==> config.mk <==
export PLATFORM = sky130hd
export DESIGN_NAME = ram_stream_fifo_flat
export DESIGN_NICKNAME = d
export VERILOG_FILES = /design/src/rtl/ram_stream_fifo_pkg.sv /design/src/rtl/ram_stream_fifo_if.sv /design/src/rtl/ram_fifo_obuf.sv /design/src/rtl/ram_stream_fifo.sv /design/src/flat_wrapper.sv
export SDC_FILE = /design/constraint.sdc
export NUM_CORES = 1
export LEC_CHECK = 0
export CORE_MARGIN = 5
export CORE_UTILIZATION = 49
export CTS_BUF_LIST = sky130_fd_sc_hd__clkbuf_16
export DETAILED_ROUTE_END_ITERATION = 7
export GPL_TIMING_DRIVEN = 1
export HOLD_SLACK_MARGIN = 0.02
export PLACE_DENSITY = 0.85
export REMOVE_ABC_BUFFERS = 1
export SLEW_MARGIN = 30
export SYNTH_ARGS = -nofsm -noshare
export SYNTH_HDL_FRONTEND = slang
export SYNTH_HIERARCHICAL = 1
export SYNTH_SLANG_ARGS = --single-unit
==> constraint.sdc <==
create_clock -name clk -period 5.75 [get_ports clk]
set_clock_uncertainty 0.15 [all_clocks]
set_input_delay 1.4375 -clock clk [delete_from_list [all_inputs] [get_ports clk]]
set_output_delay 1.4375 -clock clk [all_outputs]
set_load 0.005 [all_outputs]
==> src/rtl/ram_stream_fifo_pkg.sv <==
// Shared defaults and types for the block-RAM backed streaming FIFO.
package ram_stream_fifo_pkg;
   localparam int DATA_W         = 32;
   localparam int BLOCLSIZE_DEF  = 10;
   localparam int BASICSIZE_DEF  = 2**(BLOCLSIZE_DEF+1);
   localparam int READ_LAT_DEF   = 1;
   localparam int OBUF_DEPTH_DEF = 2;

   typedef logic [DATA_W-1:0] word_t;
endpackage

==> src/rtl/ram_stream_fifo_if.sv <==
// Stream-in, stream-out and RAM-array port bundle of the FIFO front-end.
interface ram_stream_fifo_if
   import ram_stream_fifo_pkg::*;
#(
   parameter int BLOCLSIZE = BLOCLSIZE_DEF
);
   logic               in_valid;
   logic               in_ready;
   word_t              in_data;
   logic               out_valid;
   logic               out_ready;
   word_t              out_data;
   logic [BLOCLSIZE:0] mem_w_addr;
   word_t              mem_w_din;
   logic               mem_w_enb;
   logic [BLOCLSIZE:0] mem_r_addr;
   word_t              mem_r_dout;

   // slave: the FIFO itself; master: producer/consumer/array side
   modport slave (
      input  in_valid, in_data, out_ready, mem_r_dout,
      output in_ready, out_valid, out_data, mem_w_addr, mem_w_din, mem_w_enb, mem_r_addr
   );
   modport master (
      output in_valid, in_data, out_ready, mem_r_dout,
      input  in_ready, out_valid, out_data, mem_w_addr, mem_w_din, mem_w_enb, mem_r_addr
   );
endinterface

==> src/rtl/ram_fifo_obuf.sv <==
// Small register FIFO catching RAM read returns; head is presented combinationally.
module ram_fifo_obuf
   import ram_stream_fifo_pkg::*;
#(
   parameter int DEPTH = OBUF_DEPTH_DEF,
   parameter int W     = DATA_W
) (
   input  logic                       clk,
   input  logic                       rst,
   input  logic                       i_clr,
   input  logic                       i_push,
   input  logic [W-1:0]               i_din,
   input  logic                       i_pop,
   output logic [W-1:0]               o_dout,
   output logic [$clog2(DEPTH+1)-1:0] o_cnt,
   output logic                       o_empty
);
   localparam int IW = (DEPTH > 1) ? $clog2(DEPTH) : 1;
   localparam int CW = $clog2(DEPTH+1);

   logic [DEPTH-1:0][W-1:0] r_mem;
   logic [IW-1:0]           r_head, r_tail;
   logic [CW-1:0]           r_cnt;
   logic                    w_do_push, w_do_pop;

   function automatic logic [IW-1:0] nxt(input logic [IW-1:0] p);
      return (p == IW'(DEPTH-1)) ? '0 : p + 1'b1;
   endfunction

   assign w_do_pop  = i_pop & (r_cnt != '0);
   assign w_do_push = i_push & ((r_cnt != CW'(DEPTH)) | w_do_pop);
   assign o_dout    = r_mem[r_head];
   assign o_cnt     = r_cnt;
   assign o_empty   = (r_cnt == '0);

   always_ff @(posedge clk or negedge rst) begin
      if (!rst) begin
         r_mem  <= '0;
         r_head <= '0;
         r_tail <= '0;
         r_cnt  <= '0;
      end else if (i_clr) begin
         r_head <= '0;
         r_tail <= '0;
         r_cnt  <= '0;
      end else begin
         if (w_do_push) begin
            r_mem[r_tail] <= i_din;
            r_tail        <= nxt(r_tail);
         end
         if (w_do_pop) r_head <= nxt(r_head);
         case ({w_do_push, w_do_pop})
            2'b10:   r_cnt <= r_cnt + 1'b1;
            2'b01:   r_cnt <= r_cnt - 1'b1;
            default: r_cnt <= r_cnt;
         endcase
      end
   end
endmodule

==> src/rtl/ram_stream_fifo.sv <==
// Streaming FIFO front-end over a 1R1W block-RAM array with registered read latency.
module ram_stream_fifo
   import ram_stream_fifo_pkg::*;
#(
   parameter int BLOCLSIZE  = BLOCLSIZE_DEF,
   parameter int READ_LAT   = READ_LAT_DEF,
   parameter int OBUF_DEPTH = OBUF_DEPTH_DEF
) (
   input  logic                 clk,
   input  logic                 rst,
   input  logic                 flush,
   ram_stream_fifo_if.slave     bus,
   output logic [BLOCLSIZE+2:0] count
);
   localparam int AW    = BLOCLSIZE + 1;
   localparam int PW    = BLOCLSIZE + 2;
   localparam int CW    = BLOCLSIZE + 3;
   localparam int DEPTH = 2**AW;
   localparam int IFW   = $clog2(READ_LAT+1);
   localparam int OBW   = $clog2(OBUF_DEPTH+1);

   logic [PW-1:0]     r_wr_ptr, r_rd_ptr, w_ram_used;
   logic [AW-1:0]     r_last_raddr;
   logic [READ_LAT:1] r_vld_pipe;
   logic [IFW-1:0]    w_inflight;
   logic [OBW-1:0]    w_obuf_cnt;
   logic              w_push, w_pop, w_issue, w_space, w_obuf_empty;
   word_t             w_obuf_dout;

   // ram_used only sees registered wr_ptr, so a word is never read in its write cycle
   assign w_ram_used   = r_wr_ptr - r_rd_ptr;
   assign bus.in_ready = rst & ~flush & (w_ram_used < PW'(DEPTH));
   assign w_push       = bus.in_valid & bus.in_ready;
   assign w_pop        = bus.out_valid & bus.out_ready & ~flush;

   always_comb begin
      w_inflight = '0;
      for (int i = 1; i <= READ_LAT; i++) w_inflight = w_inflight + IFW'(r_vld_pipe[i]);
   end

   // a read is only launched when its return already has a reserved obuf slot
   assign w_space = (CW'(w_inflight) + CW'(w_obuf_cnt)) < (CW'(OBUF_DEPTH) + CW'(w_pop));
   assign w_issue = ~flush & (w_ram_used != '0) & w_space;

   assign bus.mem_w_enb  = w_push;
   assign bus.mem_w_addr = r_wr_ptr[AW-1:0];
   assign bus.mem_w_din  = bus.in_data;
   assign bus.mem_r_addr = w_issue ? r_rd_ptr[AW-1:0] : r_last_raddr;
   assign bus.out_valid  = ~w_obuf_empty;
   assign bus.out_data   = w_obuf_dout;

   assign count = CW'(w_ram_used) + CW'(w_inflight) + CW'(w_obuf_cnt);

   always_ff @(posedge clk or negedge rst) begin
      if (!rst) begin
         r_wr_ptr     <= '0;
         r_rd_ptr     <= '0;
         r_last_raddr <= '0;
         r_vld_pipe   <= '0;
      end else if (flush) begin
         r_wr_ptr   <= '0;
         r_rd_ptr   <= '0;
         r_vld_pipe <= '0;
      end else begin
         if (w_push) r_wr_ptr <= r_wr_ptr + 1'b1;
         if (w_issue) begin
            r_rd_ptr     <= r_rd_ptr + 1'b1;
            r_last_raddr <= r_rd_ptr[AW-1:0];
         end
         r_vld_pipe[1] <= w_issue;
         for (int i = 2; i <= READ_LAT; i++) r_vld_pipe[i] <= r_vld_pipe[i-1];
      end
   end

   // clearing the obuf on flush also drops any stale return landing that cycle
   ram_fifo_obuf #(
      .DEPTH (OBUF_DEPTH),
      .W     (DATA_W)
   ) u_obuf (
      .clk     (clk),
      .rst     (rst),
      .i_clr   (flush),
      .i_push  (r_vld_pipe[READ_LAT]),
      .i_din   (bus.mem_r_dout),
      .i_pop   (w_pop),
      .o_dout  (w_obuf_dout),
      .o_cnt   (w_obuf_cnt),
      .o_empty (w_obuf_empty)
   );
endmodule

==> src/flat_wrapper.sv <==
// flat-port wrapper written by rule: the top's interface ports become plain ports
module ram_stream_fifo_flat import ram_stream_fifo_pkg::*;
#(
   parameter int BLOCLSIZE  = BLOCLSIZE_DEF,
   parameter int READ_LAT   = READ_LAT_DEF,
   parameter int OBUF_DEPTH = OBUF_DEPTH_DEF
)
  (clk, rst, flush, count, bus_in_valid, bus_in_data, bus_out_ready, bus_mem_r_dout, bus_in_ready, bus_out_valid, bus_out_data, bus_mem_w_addr, bus_mem_w_din, bus_mem_w_enb, bus_mem_r_addr);
  ram_stream_fifo_if #(.BLOCLSIZE(BLOCLSIZE)) bus_i ();
  input  logic clk;
  input  logic rst;
  input  logic flush;
  output logic [BLOCLSIZE+2:0] count;
  input wire logic [$bits(bus_i.in_valid)-1:0] bus_in_valid;
  input wire logic [$bits(bus_i.in_data)-1:0] bus_in_data;
  input wire logic [$bits(bus_i.out_ready)-1:0] bus_out_ready;
  input wire logic [$bits(bus_i.mem_r_dout)-1:0] bus_mem_r_dout;
  output wire logic [$bits(bus_i.in_ready)-1:0] bus_in_ready;
  output wire logic [$bits(bus_i.out_valid)-1:0] bus_out_valid;
  output wire logic [$bits(bus_i.out_data)-1:0] bus_out_data;
  output wire logic [$bits(bus_i.mem_w_addr)-1:0] bus_mem_w_addr;
  output wire logic [$bits(bus_i.mem_w_din)-1:0] bus_mem_w_din;
  output wire logic [$bits(bus_i.mem_w_enb)-1:0] bus_mem_w_enb;
  output wire logic [$bits(bus_i.mem_r_addr)-1:0] bus_mem_r_addr;
  assign bus_i.in_valid = bus_in_valid;
  assign bus_i.in_data = bus_in_data;
  assign bus_i.out_ready = bus_out_ready;
  assign bus_i.mem_r_dout = bus_mem_r_dout;
  assign bus_in_ready = bus_i.in_ready;
  assign bus_out_valid = bus_i.out_valid;
  assign bus_out_data = bus_i.out_data;
  assign bus_mem_w_addr = bus_i.mem_w_addr;
  assign bus_mem_w_din = bus_i.mem_w_din;
  assign bus_mem_w_enb = bus_i.mem_w_enb;
  assign bus_mem_r_addr = bus_i.mem_r_addr;
  ram_stream_fifo #(.BLOCLSIZE(BLOCLSIZE), .READ_LAT(READ_LAT), .OBUF_DEPTH(OBUF_DEPTH)) u_core (.clk(clk), .rst(rst), .flush(flush), .bus(bus_i), .count(count));
endmodule
==> results.md <==
* Setup ws final at roughly 0.13 ns
* Crit path max-delay family: compound AO/OA/AOI/OAI gates
* Core area at ~13,000 um2
* Final setup vio count at 0
* # Max-Cap Violations at 0
* Hold-fix buffers, CTS at 0
* Via count at ~4,400
* Final #Nets at 705
* F_max at between 150 and 200 MHz
* Setup tns final at 0 ns
* Final count of hold timing violations at 0
* CTS root buf: clkbuf_16
* Primary FF master, synth: dfrtp_1
* Ys Warns at 6
* Setup repair after global routing missed its margin: false
* Area of the mapped netlist at ~6400 um2
* Startpoint types: register
* Tot GR Track Use at 0.202
* Reg2reg path depth at 13
* Crit. End Element: output pin
* Drt first pass iters at 4
* Power per cell area at about 380 nW/um2
* Post-Place Setup Slack at 0.200 ns
* Detail Placement HPWL at roughly 11,000 um
* Critical path depth at 14
* Clk buf depth at 2
* Mean number of vias per cell at about 5.5
* Tmin final at 5.62 ns
* Leak at between 0.003 and 0.004 uW
* Top cell type by total area after synthesis: dfrtp_1
* Crit. Startpoint: u_core/r_wr_ptr[0]
* TritonCTS Sinks at around 100
* Worst-skew pair later-pin latency at 0.35 ns
* Critical Path Max Stage Delay at 0.44 ns
* Routed length per placed instance at 18.9 um
* DRC Markers at 0
* Arr. time, crit path at between 4 and 5 ns
* Post-Route Utilization at 0.599
* WP buf/inv at 4
* Routed Antenna Nets at 0
* Die extent in x at about 120 um
* Final period util at 0.977
* Worst reg2reg setup slack at between 2 and 2.5 ns
* Total Wirelength at approximately 15,000 um
* Least-Margin Pin Slew at roughly 0.75 ns
* Die Span Y at about 120 um
* Synth top cells by count: 104 x dfrtp_1, 72 x mux2_2, 49 x mux2_4
* Syn Inst Count at 550
* Layout overhead on the synthesized area at 19.2%
* Post-synth EDFFs at 0
* Worst r2r dst: u_core/r_rd_ptr[11]
* Clock transition at path regs at around 0.07 ns
* Number of global-route vias before repair at roughly 4,600
* Share of cells above drive strength 1 at 0.271
* Largest net degree at the start of global routing at 85
* Yosys reg bits at 104
* Hold Crit Class: register to register
* Critical path cell sequence: inv_1, ha_1, inv_1, fa_2, a211oi_2, nor2_1, xor2_1, a2111o_1, a2111o_1, o41ai_4, nor2_4, buf_8, mux2_4, clkdlybuf4s50_1
* Top Ports at ~170
* Crit Reg-Reg Startpoint: u_core/r_wr_ptr[0]
* CP Data Required Time at 4.16 ns
* Slew margin rel. at 0.499
* CP max FO at 14
* 1st-iter DRT viols at 257
* CTS buffer count at 9
* CTS tree: built
* Synth top area cells: dfrtp_1 41%, mux2_2 13%, mux2_4 12%
* Initial Util at 0.503
* Max Slew Vio Count at 0
* Standard-cell rows at between 40 and 50
* Design area at 7600 um2
* Crit-path slowest cell: clkdlybuf4s50_1
* Status: complete, no violations
* Grt ovf at 0
* Placed cell area at approximately 7300 um2
* Hold Path Depth at 1
* IR drop worst, VDD at about 0.00039 V
* First-pass GRT wire length at approximately 24,000 um
* Total Die Area at roughly 15,000 um2
* Final hold slack at between 0.3 and 0.4 ns
* Antenna diodes at 0
* Seq/Total Area, Yosys at 0.408
* H-tree levels at 3
* Critical path class: register to output pin
* Synth cell types at 56
* Yosys top cell area share at 0.408
* Initial antenna violation count at 0
* Buffers on Ports at between 100 and 150
* Syn_area_per_cell at 11.6 um2
* Asr flop ratio synth at 1.00
* GP Congestion at between 0.9 and 1
* Critical Path Sink: bus_mem_r_addr[9]
* Count leader, synth: dfrtp_1
-- kinds of logic after synthesis --
logic type | count (synthesis) | share of synthesized area
AOI/OAI and AO/OA | 69 | 0.0730
and+or+nand+nor | 113 | 0.0987
muxes | 123 | 0.246
xor gates and xnor gates | 27 | 0.0371
adders and majority gates | 19 | 0.0408
DFF | 104 | 0.408
buffers and inverters | 95 | 0.0962
-- how the worst min path moves through the flow --
stage / start / end
finish: u_core/u_obuf/r_mem[53] / u_core/u_obuf/r_mem[53]
global route: u_core/u_obuf/r_mem[34] / u_core/u_obuf/r_mem[34]
CTS: u_core/u_obuf/r_mem[53] / u_core/u_obuf/r_mem[53]
detailed placement: u_core/u_obuf/r_mem[53] / u_core/u_obuf/r_mem[53]
global placement: u_core/u_obuf/r_mem[63] / u_core/u_obuf/r_mem[63]
floorplan: u_core/u_obuf/r_mem[32] / u_core/u_obuf/r_mem[32]
-- area by class of cell --
cell class / count / area [um2]
tap: 172 / 215
clock inverter: 6 / 62.6
inverter: 28 / 105
multi-input combinational: 351 / 3180
timing repair buffer: 123 / 1200
fill: 1031 / 5070
clock buffer: 9 / 225
sequential: 104 / 2600
-- sequential cells by signal, indices dropped and copies added, names as in the netlist --
register	count
u_core/u_obuf/o_cnt	2
u_core/r_vld_pipe	1
u_core/u_obuf/r_mem	64
u_core/u_obuf/r_tail	1
u_core/r_last_raddr	11
u_core/r_rd_ptr	12
u_core/r_wr_ptr	12
u_core/u_obuf/r_head	1
-- power by group --
part / internal (uW) / switching (uW) / total [uW]
Combinational: 753 / 464 / 1220
Sequential: 955 / 124 / 1080
Clock: 334 / 268 / 602
Total: 2040 / 856 / 2900
-- cell usage in the layout, fill, tap and decap left out, types with 4 or more instances in the layout --
cell	synthesis	final
nand3_1	14	14
dfrtp_1	104	104
xnor2_1	15	15
a21oi_1	23	23
inv_1	28	30
ha_1	16	15
nand2_1	16	16
nor2_1	19	19
clkbuf_16	0	9
or4_1	7	7
nor2b_1	6	6
nor3_1	9	8
nand4_1	5	5
nand2b_1	7	7
mux2_2	72	72
o21ai_0	15	15
xor2_1	12	12
or3_1	10	10
clkdlybuf4s50_1	0	105
mux2_4	49	49
o31ai_1	8	8
o21a_1	4	4
buf_4	43	15
-- worst reg2reg max path: cells and delay by family, from the launching register on --
family	cells	cell delay [ns]
AO/OA/AOI/OAI	4	1.35
XOR/XNOR	1	0.20
adder cells (fa/ha/maj)	2	0.54
buffers and inverters	3	0.42
flip-flops	1	0.38
multiplexers	1	0.30
AND/OR/NAND/NOR	2	0.20
-- timing repair --
action                     4_1_cts  5_1_grt
setup endpoints to repair       11       11
buffers inserted                 1        0
pin swaps                        2        1
resized for setup                6        1
cloned                           0        0
-- per-layer routing --
metal / part of all wire / vias up / GRT usage / wire (um)
li1: - / 2019 / - / -
met1: 0.42 / 2163 / 0.247 / 6220
met2: 0.47 / 176 / 0.324 / 7070
met3: 0.10 / 19 / 0.0958 / 1520
met4: 0.012 / 0 / 0.0424 / 173
met5: 0 / - / 0.0174 / 0
-- stage by stage --
step	total power, uW	instances
after floorplan	1740	483
after global placement	2250	777
after detailed placement	2300	777
after CTS	2930	793
after global routing	3070	793
final	2900	793
(Power assumes the default switching activity.)
